### src/rtl/reg_bank_dumper.sv
`default_nettype none
// ============================================================================
// Module   : reg_bank_dumper
// Brief    : Walks every register of the bank and streams each word out as
//            bytes, least-significant byte first, in ascending address order.
// Revision : 1.0 - initial release
// ============================================================================
module reg_bank_dumper #(
  parameter int BANK_SIZE   = 32,
  parameter int ADDR_LENGTH = 5,
  parameter int DATA_LENGTH = 32,
  parameter int BYTE_WIDTH  = 8
) (
  input  logic                   i_clk,
  input  logic                   i_rst,
  input  logic                   i_start,
  output logic [ADDR_LENGTH-1:0] o_rd_addr,
  input  logic [DATA_LENGTH-1:0] i_rd_data,
  output logic [BYTE_WIDTH-1:0]  o_byte,
  output logic                   o_byte_valid,
  input  logic                   i_byte_ready,
  output logic                   o_busy,
  output logic                   o_done
);

  localparam int BPW   = DATA_LENGTH / BYTE_WIDTH;
  localparam int IDX_W = (BPW > 1) ? $clog2(BPW) : 1;

  localparam logic [IDX_W-1:0]       c_last_idx  = IDX_W'(BPW - 1);
  localparam logic [ADDR_LENGTH-1:0] c_last_addr = ADDR_LENGTH'(BANK_SIZE - 1);

  typedef enum logic [1:0] {
    S_IDLE = 2'd0,
    S_LOAD = 2'd1,
    S_SEND = 2'd2,
    S_DONE = 2'd3
  } state_t;

  state_t                 state_q, state_d;
  logic [ADDR_LENGTH-1:0] rd_addr_q, rd_addr_d;
  logic [BYTE_WIDTH-1:0]  byte_q, byte_d;
  logic                   valid_q, valid_d;
  logic                   busy_q, busy_d;
  logic                   done_q, done_d;
  logic [IDX_W-1:0]       idx_q, idx_d;
  logic [DATA_LENGTH-1:0] word_q, word_d;

  logic                   w_xfer;
  logic [DATA_LENGTH-1:0] w_word_shifted;

  assign w_xfer         = valid_q & i_byte_ready;
  // Byte following the one currently presented, taken from the latched word.
  assign w_word_shifted = word_q >> (BYTE_WIDTH * (int'(idx_q) + 1));

  always_comb begin
    state_d   = state_q;
    rd_addr_d = rd_addr_q;
    byte_d    = byte_q;
    valid_d   = valid_q;
    busy_d    = busy_q;
    done_d    = 1'b0;
    idx_d     = idx_q;
    word_d    = word_q;
    case (state_q)
      S_IDLE: begin
        if (i_start) begin
          rd_addr_d = '0;
          busy_d    = 1'b1;
          state_d   = S_LOAD;
        end
      end
      S_LOAD: begin
        word_d  = i_rd_data;
        byte_d  = i_rd_data[BYTE_WIDTH-1:0];
        idx_d   = '0;
        valid_d = 1'b1;
        state_d = S_SEND;
      end
      S_SEND: begin
        if (w_xfer) begin
          if (idx_q != c_last_idx) begin
            idx_d  = idx_q + IDX_W'(1);
            byte_d = w_word_shifted[BYTE_WIDTH-1:0];
          end else if (rd_addr_q != c_last_addr) begin
            valid_d   = 1'b0;
            rd_addr_d = rd_addr_q + ADDR_LENGTH'(1);
            state_d   = S_LOAD;
          end else begin
            // Address is held at the last register: no wrap after the dump.
            valid_d = 1'b0;
            done_d  = 1'b1;
            state_d = S_DONE;
          end
        end
      end
      S_DONE: begin
        busy_d  = 1'b0;
        state_d = S_IDLE;
      end
      default: state_d = S_IDLE;
    endcase
  end

  always_ff @(posedge i_clk or negedge i_rst) begin
    if (!i_rst) begin
      state_q   <= S_IDLE;
      rd_addr_q <= '0;
      byte_q    <= '0;
      valid_q   <= 1'b0;
      busy_q    <= 1'b0;
      done_q    <= 1'b0;
      idx_q     <= '0;
      word_q    <= '0;
    end else begin
      state_q   <= state_d;
      rd_addr_q <= rd_addr_d;
      byte_q    <= byte_d;
      valid_q   <= valid_d;
      busy_q    <= busy_d;
      done_q    <= done_d;
      idx_q     <= idx_d;
      word_q    <= word_d;
    end
  end

  assign o_rd_addr    = rd_addr_q;
  assign o_byte       = byte_q;
  assign o_byte_valid = valid_q;
  assign o_busy       = busy_q;
  assign o_done       = done_q;

endmodule
`default_nettype wire

### config.mk
export PLATFORM = sky130hd
export DESIGN_NAME = reg_bank_dumper
export DESIGN_NICKNAME = d
export VERILOG_FILES = /design/src/rtl/reg_bank_dumper.sv
export SDC_FILE = /design/constraint.sdc
export NUM_CORES = 1
export LEC_CHECK = 0
export CAP_MARGIN = 20
export CORE_ASPECT_RATIO = 1.4
export CORE_UTILIZATION = 59
export CTS_BUF_LIST = sky130_fd_sc_hd__clkbuf_2 sky130_fd_sc_hd__clkbuf_4 sky130_fd_sc_hd__clkbuf_8
export CTS_CLUSTER_DIAMETER = 150
export DETAILED_ROUTE_END_ITERATION = 7
export DONT_BUFFER_PORTS = 1
export HOLD_SLACK_MARGIN = 0.05
export PLACE_DENSITY_LB_ADDON = 0.25
export SLEW_MARGIN = 20
export SYNTH_ARGS = -nofsm -noshare
export SYNTH_HDL_FRONTEND = slang
export SYNTH_SLANG_ARGS = --single-unit
### constraint.sdc
create_clock -name i_clk -period 1.8 [get_ports i_clk]
set_input_delay 0.45 -clock i_clk [delete_from_list [all_inputs] [get_ports i_clk]]
set_output_delay 0.45 -clock i_clk [all_outputs]
set_load 0.02 [all_outputs]
# Word level (Yosys, flattened, before mapping)
# Index checks and enable logic that the tools add are counted.
[word_totals]
regBits = 52
in_bits = 36
out_inout_bits = 16
elab_cells = 57
[op_classes]
add_sub_neg = 3
n_eq_ne = 10
shifts = 1
n_mux = 25
bitwise_logic = 1
n_reduce_logical = 9
[ops]
columns = ["op", "count"]
rows = [
  ["$shr 32x6->8", 1],
  ["$mux 5", 4],
  ["$mux 8", 2],
  ["$pmux 8 s2", 1],
  ["$mux 2", 6],
  ["$ne 2x2->1 const B", 6],
  ["$pmux 5 s2", 1],
  ["$reduce_and 3->1", 3],
  ["$pmux 2 s4", 1],
  ["$mux 1", 7],
  ["$reduce_bool 2->1", 3],
  ["$add 5x1->5 const B", 1],
  ["$ne 5x5->1 const B", 1],
  ["$reduce_and 5->1", 1],
  ["$eq 2x2->1 const B", 2],
  ["$pmux 1 s2", 2],
  ["$pmux 2 s2", 1],
  ["$add 2x1->3 const B", 1],
  ["$add 2x1->2 const B", 1],
  ["$eq 2x1->1 const B", 1],
  ["$logic_not 2->1", 1],
  ["$reduce_and 2->1", 1],
  ["$and 1x1->1", 1],
]

# Depth between registers and ports, before layout
[logic_depth]
word_depth = 5
mapped_depth = 7
depth_no_buf = 6

# Worst setup path before layout
# No wires, ideal clock.
[synth_timing]
path_type = "flip-flop to flip-flop"
start = "register rd_addr_q[0], in the netlist o_rd_addr[0]"
end = "register rd_addr_q[0], in the netlist o_rd_addr[0]"
setup_ps = 81
arrival_time_ps = 1782
required_ps = 1719
path_slack_ps = -63
stages_incl_launch_ff = 8
path_buffers = 1
period_less_slack_ps = 1863
cell_sequence = "dfrtp_1 -> ha_1 -> and3_1 -> ha_1 -> and4b_1 -> and2_1 -> buf_2 -> mux2i_1"
[synth_via]
elab_chain_len = 5
word_cells_on_any_way = 8
cone_classes = "1 x add/sub; 2 x eq/ne; 4 x mux; 1 x reduce/logical"
[synth_lines]
columns = ["element", "line", "source"]
rows = [
  ["start, declared", "40", "logic [ADDR_LENGTH-1:0] rd_addr_q, rd_addr_d;"],
  ["start signal, assigned", "116", "rd_addr_q <= rd_addr_d;"],
  ["$add 5x1->5", "86", "rd_addr_d = rd_addr_q + ADDR_LENGTH'(1);"],
  ["$mux 5", "84", "end else if (rd_addr_q != c_last_addr) begin"],
  ["$mux 5", "81", "if (idx_q != c_last_idx) begin"],
  ["$mux 5", "80", "if (w_xfer) begin"],
  ["$pmux 5 s2", "64", "case (state_q)"],
]
# Several ways; a longest one is shown, not always the timed one. The select of a mux whose other input is x is not followed.
# A chain may end at the register's enable or synchronous reset.

# Worst setup path in the final report
[layout_timing]
start = "register rd_addr_q[1], in the netlist o_rd_addr[1]"
end = "register rd_addr_q[4], in the netlist o_rd_addr[4]"
# Same word-level chain as after synthesis.

==> results.md <==
- The floorplan step set the die height to roughly 73 um.
- The run finished with clean final reports.
- STA classifies the critical path endpoint as a register.
- The count of clock tree sinks is 44.
- The total routing usage reported by global routing is 0.248.
- For the worst setup path, the data arrival time is around 1.9 ns.
- The share of async-settable or async-resettable flops after synthesis is 1.00.
- The clock period could shrink to about 1.7 ns.
- At the pin with the least slew margin, the transition time is around 0.37 ns.
- The initial antenna violation count is 0.
- The endpoint required time on the critical path is about 2 ns.
- Of the total power, the share spent switching nets is 0.360.
- The smallest setup slack after layout is around 0.09 ns.
- The number of max-cap violations is 0.
- The number of nets handed over by synthesis was between 200 and 250.
- Clock-pin slew was measured on the worst setup and hold paths at approximately 0.080 ns.
- In this run the tightest slew margin relative to its limit is 0.754.
- The horizontal die dimension is about 53 um.
- The clock reaches the later pin of the worst-skew pair after just under 0.3 ns.
- In the synthesized netlist the dominant register cell turns out to be sky130_fd_sc_hd__dfrtp_1.
- The static power due to leakage is around 1.0 nW.
- The initial core utilization is 0.621.
- The final count of hold timing violations is 0.
- The mean area per synthesized cell is ~12 um^2.
- After floorplanning, the core was divided into 25 placement rows.
- The worst slack after detailed placement is -0.0123 ns.
- Of the total power, combinational logic draws 0.376.
- The total wire length after detailed routing is 4.21 mm.
- Setup violations remaining at the end of the flow were counted as 0.
- The class of the most critical setup path is reg -> reg.
- Leaving out fill and tap cells, the most frequent cell in the layout is sky130_fd_sc_hd__dfrtp_1.
- The ratio of final minimum period to clock period is 0.951.
- The power spent charging and discharging nets is roughly 1.4 mW.
- Counting every instance in the synthesized netlist gives ~180.
- Traced cell by cell, the critical path runs through ha_2, and3_1, ha_2, and4b_2, and2_4, mux2i_1.
- In this run the cell area of the synthesized design comes to ~2100 um^2.
- Once detailed placement completed, the half-perimeter wirelength came to 3.05 mm.
- The top achievable clock speed is 0.584 GHz.
- The die covers between 3000 and 4000 um^2.
- The post-route antenna net violation count is 0.
- The CTS tree is built.
- The first detailed-routing pass ran for 4 iterations.
- The maximum root-to-sink buffer count is 2.
- The area growth from synthesis to layout is 10.4%.
- The worst hold path belongs to the class in -> reg.
- The number of global-route vias before repair is 1,482.
- The number of antenna diodes in the final layout is 0.
- Entering global routing, the biggest net connects 45 pins.
- In the layout the commonest cells are sky130_fd_sc_hd__dfrtp_1 (42), sky130_fd_sc_hd__a22o_1 (18), sky130_fd_sc_hd__mux2_2 (16).
- On the critical path, the stage with the largest delay is an instance of sky130_fd_sc_hd__dfrtp_2.
- The via count normalized by instance count is between 6 and 7.
- For this run, the number of Yosys warnings is 0.
- Measured on the finished design, the core utilization comes to 0.686.
- Setup repair after global routing left no endpoint under its margin.
- The leftover overflow at the end of global routing is 0.
- The region available for standard cell placement spans 3410 um^2.
- The number of vias in the routed layout is approximately 1,400.
- The buffer cell driving the clock tree root is sky130_fd_sc_hd__clkbuf_8.
- The total buffers and inverters traversed by the critical path is 0.
- The total power divided by cell area is around 1700 nW/um^2.
- The layout cell share with drive strength beyond 1 is 0.254.
- The number of enable flip-flop cells after synthesis is 0.
- The average wire length per cell after detail routing is 18.1 um.
- The initial detailed-routing violation count is 39.
- The sequential fraction of the synthesis area is 0.520.
- The worst setup skew after layout is between 0.002 and 0.003 ns.
- The worst voltage drop across the vdd grid is 1.09 mV.
- The last weighted congestion value of the routability-driven placer is approximately 0.78.
- The final-report max-slew violation count is 0.
- Setup total negative slack on the finished layout was measured at 0 ns.
- Of the total power, the clock network draws 0.167.
- CTS built an H-tree with a depth of 2.
- The first-pass GRT wire length is 6.75 mm.
- The remaining routing DRC violations is 0.
- STA classifies the critical path startpoint as a register.
- The dominant cell type by count on the critical path is sky130_fd_sc_hd__ha_2.
- The internal power of the cells is between 2 and 3 mW.
- In this run the tool buffered the top-level ports with 0 buffer cells.
- Of all nets on the critical path, the largest fanout is 5.
- The unique cell type count in the Yosys netlist is 33.
- The synthesized design contains between 40 and 50 register bits.
- Buffers inserted during clock tree synthesis total 5.
- The post-layout net count is ~230.
- The largest single stage delay on the critical path is roughly 0.41 ns.
- On the critical path the largest part of the delay comes from simple AND/OR/NAND/NOR gates.
- The number of top-level pins is 52.
- The sequential fraction of design power is 0.456.
-- synthesized netlist by cell type, types with 4 or more instances --
master	n	area [um^2]
sky130_fd_sc_hd__dfrtp_1	44	1100
sky130_fd_sc_hd__a22o_1	18	158
sky130_fd_sc_hd__mux2_2	16	180
sky130_fd_sc_hd__nand2_1	15	56.3
sky130_fd_sc_hd__inv_1	12	45.0
sky130_fd_sc_hd__mux2i_1	12	120
sky130_fd_sc_hd__o21ai_0	11	55.1
sky130_fd_sc_hd__o221ai_1	8	70.1
sky130_fd_sc_hd__a21oi_1	4	20.0
sky130_fd_sc_hd__buf_4	4	30.0
-- cell type report --
class | count | area (um^2)
multi-input combinational | 113 | 895
tap | 40 | 50.0
sequential | 44 | 1100
inverter | 12 | 45.0
timing repair buffer | 16 | 148
clock buffer | 8 | 97.6
fill | 242 | 1070
-- worst paths after layout --
kind                                    start            to  slack, ns  cells past startpoint
worst max-delay path             o_rd_addr[1]  o_rd_addr[4]       0.09                      6
worst min-delay path            i_rd_data[27]    word_q[27]       0.28                      2
worst max register to register   o_rd_addr[1]  o_rd_addr[4]       0.09                      6
worst min register to register     word_q[11]    word_q[11]       0.51                      1
max in group asynchronous               i_rst  o_rd_addr[0]       0.94                      2
min in group asynchronous               i_rst     o_byte[1]       0.65                      2
-- registers in the layout, summed over array words and instances, names as in the netlist --
register and cells:
word_q 24, o_byte 8, o_rd_addr 5, idx_q 2, state_q 2, o_busy 1
o_byte_valid 1, o_done 1
-- worst register-to-register path, cell delays in order, from the launching register on --
cell and delay [ns]:
sky130_fd_sc_hd__dfrtp_2 0.41, sky130_fd_sc_hd__ha_2 0.18, sky130_fd_sc_hd__and3_1 0.18, sky130_fd_sc_hd__ha_2 0.17, sky130_fd_sc_hd__and4b_2 0.33, sky130_fd_sc_hd__and2_4 0.18, sky130_fd_sc_hd__mux2i_1 0.19
-- metrics by stage --
step	instances	power, mW	hold WS, ns	cell area, um^2
after detailed placement	222	3.28	0.155	2200
after floorplan	183	2.92	0.154	2120
after CTS	232	3.95	0.275	2330
final	233	3.92	0.278	2340
after global placement	222	3.18	0.155	2200
after global routing	233	4.18	0.268	2340
-- routing by layer --
layer	wire length (um)	global-route usage	up-vias
li1	-	-	675
met1	1610	0.273	709
met2	2300	0.435	42
met3	248	0.0854	5
met4	57	0.0789	0
met5	0	0	-
-- repair_timing --
item	CTS	global route
buffers inserted	0	1
hold endpoints to repair	44	0
hold buffers	2	0
setup endpoints to repair	3	4
resized for setup	1	2
-- cells by family (layout without fill, tap and decap cells) --
logic type      count (synthesis)  count (layout)  synth area share
compound gates                 46              46             0.166
fa+ha+maj                       3               3            0.0177
buf+inv                        26              36            0.0656
flops                          44              44             0.520
mux                            28              28             0.142
simple gates                   36              36            0.0892
-- power by group through the flow --
| stage | registers [mW] | logic (mW) | clock network [mW] |
|---|---|---|---|
| 6_report | 1.79 | 1.48 | 0.656 |
| 3_5_place_dp | 1.81 | 1.46 | 0 |
| 2_1_floorplan | 1.76 | 1.17 | 0 |
| 3_3_place_gp | 1.79 | 1.39 | 0 |
| 5_1_grt | 1.84 | 1.63 | 0.708 |
| 4_1_cts | 1.79 | 1.49 | 0.665 |
No activity file was read; power rests on OpenSTA's default activity.
